### config.mk
export PLATFORM = sky130hd
export DESIGN_NAME = muldiv_hilo
export DESIGN_NICKNAME = d
export VERILOG_FILES = /design/src/rtl/muldiv_hilo_pkg.sv /design/src/rtl/muldiv_hilo_div.sv /design/src/rtl/muldiv_hilo.sv
export SDC_FILE = /design/constraint.sdc
export NUM_CORES = 2
export LEC_CHECK = 0
export CAP_MARGIN = 20
export CORE_MARGIN = 3
export CORE_UTILIZATION = 41
export DETAILED_ROUTE_END_ITERATION = 10
export GPL_ROUTABILITY_DRIVEN = 0
export PLACE_DENSITY = 0.53
export SLEW_MARGIN = 0
export SYNTH_ARGS = -nofsm -noshare
export SYNTH_HDL_FRONTEND = slang
export SYNTH_SLANG_ARGS = --single-unit
### constraint.sdc
create_clock -name clk -period 7.4 [get_ports clk]
set_clock_uncertainty 0.1 [all_clocks]
set_input_delay 1.48 -clock clk [delete_from_list [all_inputs] [get_ports clk]]
set_output_delay 1.48 -clock clk [all_outputs]
set_load 0.1 [all_outputs]
### src/rtl/muldiv_hilo_pkg.sv
// Shared definitions for the HI/LO multiply-divide unit: divide FSM encoding,
// iteration count and opcode bit positions.
package muldiv_hilo_pkg;

  typedef enum logic [1:0] {
    S_IDLE = 2'd0,
    S_RUN  = 2'd1,
    S_FIX  = 2'd2
  } div_state_t;

  localparam int DIV_ITERS = 32;
  localparam int CNT_W     = 5;

  localparam int MULT_SIGNED   = 0;
  localparam int MULT_UNSIGNED = 1;
  localparam int DIV_SIGNED    = 0;
  localparam int DIV_UNSIGNED  = 1;
  localparam int MFHL_LO       = 0;
  localparam int MFHL_HI       = 1;
  localparam int MTHL_LO       = 0;
  localparam int MTHL_HI       = 1;

endpackage

### src/rtl/muldiv_hilo_div.sv
// Iterative unsigned restoring divider: one quotient bit per RUN cycle,
// result presented with a done pulse during the single FIX cycle.
module div_core
  import muldiv_hilo_pkg::*;
#(
  parameter int WIDTH = 32
) (
  input  logic             clk,
  input  logic             resetn,
  input  logic             start,
  input  logic             cancel,
  input  logic [WIDTH-1:0] dividend,
  input  logic [WIDTH-1:0] divisor,
  output logic [1:0]       state,
  output logic             done,
  output logic [WIDTH-1:0] quotient,
  output logic [WIDTH-1:0] remainder
);

  div_state_t       state_q, state_d;
  logic [CNT_W-1:0] count_q;
  logic [WIDTH-1:0] rem_q, quo_q, dsr_q;
  logic [WIDTH:0]   trial;

  // Bit WIDTH of the trial difference is the borrow: set means restore.
  assign trial = {rem_q, quo_q[WIDTH-1]} - {1'b0, dsr_q};

  always_ff @(posedge clk or negedge resetn) begin
    if (!resetn) state_q <= S_IDLE;
    else         state_q <= state_d;
  end

  always_comb begin
    state_d = state_q;
    done    = 1'b0;
    case (state_q)
      S_IDLE: if (start && !cancel) state_d = S_RUN;
      S_RUN: begin
        if (cancel) state_d = S_IDLE;
        else if (count_q == CNT_W'(DIV_ITERS - 1)) state_d = S_FIX;
      end
      S_FIX: begin
        state_d = S_IDLE;
        done    = !cancel;
      end
      default: state_d = S_IDLE;
    endcase
  end

  always_ff @(posedge clk or negedge resetn) begin
    if (!resetn) begin
      count_q <= '0;
      rem_q   <= '0;
      quo_q   <= '0;
      dsr_q   <= '0;
    end else if (state_q == S_IDLE && start && !cancel) begin
      count_q <= '0;
      rem_q   <= '0;
      quo_q   <= dividend;
      dsr_q   <= divisor;
    end else if (state_q == S_RUN && !cancel) begin
      count_q <= count_q + 1'b1;
      if (!trial[WIDTH]) begin
        rem_q <= trial[WIDTH-1:0];
        quo_q <= {quo_q[WIDTH-2:0], 1'b1};
      end else begin
        rem_q <= {rem_q[WIDTH-2:0], quo_q[WIDTH-1]};
        quo_q <= {quo_q[WIDTH-2:0], 1'b0};
      end
    end
  end

  assign state     = state_q;
  assign quotient  = quo_q;
  assign remainder = rem_q;

endmodule

### src/rtl/muldiv_hilo.sv
// HI/LO register file with single-cycle multiply, MTHI/MTLO and a 33-cycle
// iterative divide; sign handling and divide-by-zero results live here.
module muldiv_hilo
  import muldiv_hilo_pkg::*;
#(
  parameter int WIDTH = 32
) (
  input  logic             clk,
  input  logic             resetn,
  input  logic             in_valid,
  input  logic             cancel,
  input  logic [1:0]       MULT,
  input  logic [1:0]       DIV,
  input  logic [1:0]       MFHL,
  input  logic [1:0]       MTHL,
  input  logic [WIDTH-1:0] rs_data,
  input  logic [WIDTH-1:0] rt_data,
  output logic             busy,
  output logic [WIDTH-1:0] hilo_rdata
);

  logic [WIDTH-1:0]   hi_q, lo_q;
  logic [1:0]         div_state;
  logic               accept, do_div, do_mult, do_mt;
  logic               div_signed, div_done;
  logic [WIDTH-1:0]   rs_abs, rt_abs;
  logic [WIDTH-1:0]   quotient, remainder, q_fix, r_fix;
  logic               neg_q_q, neg_r_q, zero_q;
  logic [WIDTH-1:0]   dvd_raw_q;
  logic [2*WIDTH-1:0] a_ext, b_ext, product;
  logic               mflo_unused;

  assign busy    = (div_state != S_IDLE);
  assign accept  = in_valid && !cancel && !busy;
  assign do_div  = accept && (DIV != 2'b00);
  assign do_mult = accept && (DIV == 2'b00) && (MULT != 2'b00);
  assign do_mt   = accept && (DIV == 2'b00) && (MULT == 2'b00) && (MTHL != 2'b00);

  assign div_signed = DIV[DIV_SIGNED];
  assign rs_abs = (div_signed && rs_data[WIDTH-1]) ? -rs_data : rs_data;
  assign rt_abs = (div_signed && rt_data[WIDTH-1]) ? -rt_data : rt_data;

  assign a_ext = MULT[MULT_SIGNED] ? {{WIDTH{rs_data[WIDTH-1]}}, rs_data}
                                   : {{WIDTH{1'b0}}, rs_data};
  assign b_ext = MULT[MULT_SIGNED] ? {{WIDTH{rt_data[WIDTH-1]}}, rt_data}
                                   : {{WIDTH{1'b0}}, rt_data};
  assign product = a_ext * b_ext;

  div_core #(.WIDTH(WIDTH)) u_div (
    .clk       (clk),
    .resetn    (resetn),
    .start     (do_div),
    .cancel    (cancel),
    .dividend  (rs_abs),
    .divisor   (rt_abs),
    .state     (div_state),
    .done      (div_done),
    .quotient  (quotient),
    .remainder (remainder)
  );

  // Quotient sign is the XOR of operand signs; remainder follows the dividend.
  assign q_fix = neg_q_q ? -quotient : quotient;
  assign r_fix = neg_r_q ? -remainder : remainder;

  always_ff @(posedge clk or negedge resetn) begin
    if (!resetn) begin
      neg_q_q   <= 1'b0;
      neg_r_q   <= 1'b0;
      zero_q    <= 1'b0;
      dvd_raw_q <= '0;
    end else if (do_div) begin
      neg_q_q   <= div_signed && (rs_data[WIDTH-1] ^ rt_data[WIDTH-1]);
      neg_r_q   <= div_signed && rs_data[WIDTH-1];
      zero_q    <= (rt_data == '0);
      dvd_raw_q <= rs_data;
    end
  end

  always_ff @(posedge clk or negedge resetn) begin
    if (!resetn) begin
      hi_q <= '0;
      lo_q <= '0;
    end else if (div_done) begin
      if (zero_q) begin
        hi_q <= dvd_raw_q;
        lo_q <= '1;
      end else begin
        hi_q <= r_fix;
        lo_q <= q_fix;
      end
    end else if (do_mult) begin
      hi_q <= product[2*WIDTH-1:WIDTH];
      lo_q <= product[WIDTH-1:0];
    end else if (do_mt) begin
      if (MTHL[MTHL_HI]) hi_q <= rs_data;
      if (MTHL[MTHL_LO]) lo_q <= rs_data;
    end
  end

  // LO is the default read source, so the mflo bit itself selects nothing.
  assign mflo_unused = MFHL[MFHL_LO];
  assign hilo_rdata  = MFHL[MFHL_HI] ? hi_q : lo_q;

endmodule

==> qor.csv <==
metric,value,unit
transition time at the pin with the least slew margin,1083,ps
final period demand of the worst path,9345,ps
area grow syn2layout,24.93,%
CP Buf/Inv Count,11,
crit-path max FO,5,
die footprint,155800,um2
f_max,107.0,MHz
worst slew slack as a fraction of its limit,27.58,%
clock buffers created by TritonCTS,26,
Post-synth EDFFs,0,
final critical-path share of the clock period,126.3,%
register bit count reported by yosys,202,
Post-synth top cells,"inv_1, fa_1, nand2_1, and2_1, clkbuf_1",
setup slack on the worst flop-to-flop path,2060,ps
Critical R2R Capture,u_div.remainder[4]$_DFFE_PN0P_,
number of max-slew violations in the final report,0,
overall die width,394.7,um
top cells by area in the synthesized netlist,"fa_1, inv_1, dfrtp_1",
Yosys top cell by area,fa_1,
most repeated cell in the gate-level netlist after synthesis,inv_1,
final routed wire length divided by cell count,24.86,um
multiplexer fraction of the synthesized cell area,1.133,%
largest incremental delay on the critical path,570,ps
main combinational cell family by area after synthesis,adder cells,
cell type group with the largest total delay on the critical path,adder cells,
violations in the final reports,setup timing,
most prevalent standard cell on the critical path,fa_1,
Antenna Nets Post-Route,0,
classification of the worst setup path,primary input to flip-flop,
"Worst Setup Slack, final",-1945,ps
worst setup timing slack at the placement stage,-3200,ps
hold endpoint,lo_q[22]$_DFFE_PN0P_,
share of final-layout standard cells stronger than drive strength 1,21.75,%
count of different cell masters after synthesis,79,
final number of hold-violating endpoints,0,
initial cell density of the core,41.31,%
net total in the final layout,9424,
buffer levels on the longest clock path,3,
setup repair after global routing missed its margin,true,
pin count of the biggest net entering global routing,136,
adder and majority cell fraction of the synthesized area,52.92,%
mean instance size in the synthesized netlist,8.958,um2
latest clock arrival within the worst-skew pair,550,ps
final setup TNS,-77730,ps
number of optimization iterations in the first detailed-route pass,8,
number of failing setup endpoints in the final timing report,53,
leading register cell type out of synthesis,dfrtp_1,
outcome,"finished, violations left",
post-synthesis simple-gate area fraction,14.71,%
netlist area before placement,61940,um2
clock slew at the register clock pins of the worst setup and hold paths,60,ps
Register-to-Register Path Depth,14,
num ports,109,
routed wire length,239.3,mm
R2R Path Start,u_div.quotient[31]$_DFFE_PN0P_,
core outline area,150000,um2
worst hold path cell count,2,
total track usage,30.52,%
"Cell Count, Final, Fillers Out",9627,
critical path startpoint category,primary input,
share of the synthesized area in the top cell type,45.89,%
initial antenna violation count,24,
CP Capture Type,flip-flop,
sequential fraction of the synthesis area,8.160,%
data arrival time at the worst-slack endpoint,9650,ps
wire length of the first global-routing pass,354.7,mm
buffer type at the clock tree root,clkbuf_16,
WP data required,7710,ps
detailed placement HPWL,183.0,mm
violation count after the first detailed-route iteration,3861,
number of nets produced by synthesis,8758,
placed inst area,71460,um2
chip height,394.7,um
class of the tightest hold or removal check,flip-flop to flip-flop,
total of max-cap violations,0,
global route total overflow,0,
via count of the first global-routing pass,54590,
H-tree depth,1,
floorplan row count,142,
count of buffers inserted at the top-level ports,107,
via count of the routed design,50820,
Worst Min Path Start,lo_q[22]$_DFFE_PN0P_,
vias per std cell,5.279,
remaining routing DRC violations,0,
fill cell instance count of the final layout,14000,
post-synthesis compound-gate area fraction,7.484,%
CP max stage cell,fa_1,
number of cells produced by synthesis,6915,
TritonCTS clock tree,built,
xor/xnor share of the synthesized area,3.535,%
final non-filler cell area,77390,um2
clock tree sinks,202,
fraction of synthesis flops using an asynchronous set or reset pin,100.0,%
count of yosys warnings during synthesis,0,
Placed Cells incl. Taps,9404,
## worst min-delay path, delay by kind of cell, from the launching register on
family	cells	cell delay [ps]
flip-flops	1	340
AND/OR/NAND/NOR	2	110
## per-stage QoR
step | utilization (%) | hold WS, ps
6_report | 51.61 | 374.4
5_1_grt | 51.59 | 397.1
4_1_cts | 50.25 | 368.7
3_5_place_dp | 47.65 | 358.9
3_3_place_gp | 47.65 | 357.8
2_1_floorplan | - | 341.8
## layout make-up
class / count / area, um2 / share of cell area (%)
Antenna cell: 12 / 30.03 / 0.03880
Clock buffer: 37 / 783.3 / 1.012
Tap cell: 2016 / 2522 / 3.260
Clock inverter: 9 / 98.84 / 0.1277
Timing Repair Buffer: 1035 / 10710 / 13.83
Sequential cell: 202 / 5056 / 6.534
Multi-Input combinational cell: 4726 / 52210 / 67.46
Inverter: 1590 / 5982 / 7.730
## cell usage in the layout, fill, tap and decap left out, types with 23 or more instances in the layout
cell,Yosys,final
a211oi_1,26,23
a21o_1,45,44
a21oi_1,191,129
a21oi_2,0,47
a31oi_1,45,41
and2_1,571,533
and2_4,0,40
buf_12,0,121
buf_4,2,691
buf_6,0,92
clkbuf_16,0,35
clkdlybuf4s50_1,0,42
dfrtp_1,202,201
fa_1,1420,1325
fa_2,0,95
ha_1,347,289
ha_4,0,54
inv_1,1589,1482
inv_2,0,102
mux2_2,33,33
mux2i_1,33,33
nand2_1,874,831
nand2_2,0,26
nand3_1,65,58
nand4_1,30,30
nor2_1,166,145
nor3_1,40,33
o21ai_0,257,193
o21ai_1,5,40
o31ai_1,31,25
xnor2_1,164,145
xor2_1,86,74
## state kept, by name (all words and copies together) (netlist names)
register	cells
zero_q	1
u_div.dsr_q	32
hi_q	32
neg_q_q	1
neg_r_q	1
dvd_raw_q	32
u_div.count_q	5
u_div.state	2
lo_q	32
u_div.remainder	32
u_div.quotient	32
## how the worst max path moves through the flow
stage | slack (ps) | cells after the start | from | to
final | -1940 | 34 | MULT[0] | hi_q[19]$_DFFE_PN0P_
after global routing | -2210 | 32 | rs_data[31] | hi_q[31]$_DFFE_PN0P_
after CTS | -1940 | 32 | rs_data[31] | hi_q[29]$_DFFE_PN0P_
after detailed placement | -3200 | 32 | MULT[0] | hi_q[29]$_DFFE_PN0P_
after global placement | -3060 | 32 | MULT[0] | hi_q[19]$_DFFE_PN0P_
after floorplan | -1950 | 28 | MULT[0] | hi_q[31]$_DFFE_PN0P_
## logic make-up after synthesis
family | after synthesis
adder cells (fa/ha/maj) | 1768
multiplexers | 66
AND/OR/NAND/NOR | 1882
XOR/XNOR | 250
flip-flops | 202
AO/OA/AOI/OAI | 760
buffers and inverters | 1987
## what timing repair did
item                       in CTS  in global routing
buffers inserted               74                 70
setup endpoints to repair      56                 55
resized for setup             479                356
hold buffers                    0                  0
pin swaps                     223                241
gates cloned                   27                  8
## per-layer routing
| metal | vias to the layer above | wire [um] | GRT usage [%] | share of wire, % |
|---|---|---|---|---|
| met2 | 1960 | 110100 | 49.57 | 46 |
| met3 | 437 | 16440 | 3.825 | 6.9 |
| met5 | - | 7 | 0 | 0.0029 |
| met4 | 2 | 14090 | 13.11 | 5.9 |
| met1 | 26400 | 98660 | 41.22 | 41 |
| li1 | 22020 | - | - | - |
Power is left out: the tool's default activity adds up to more than one toggle a clock period on the data nets, which glitch-free logic cannot reach.
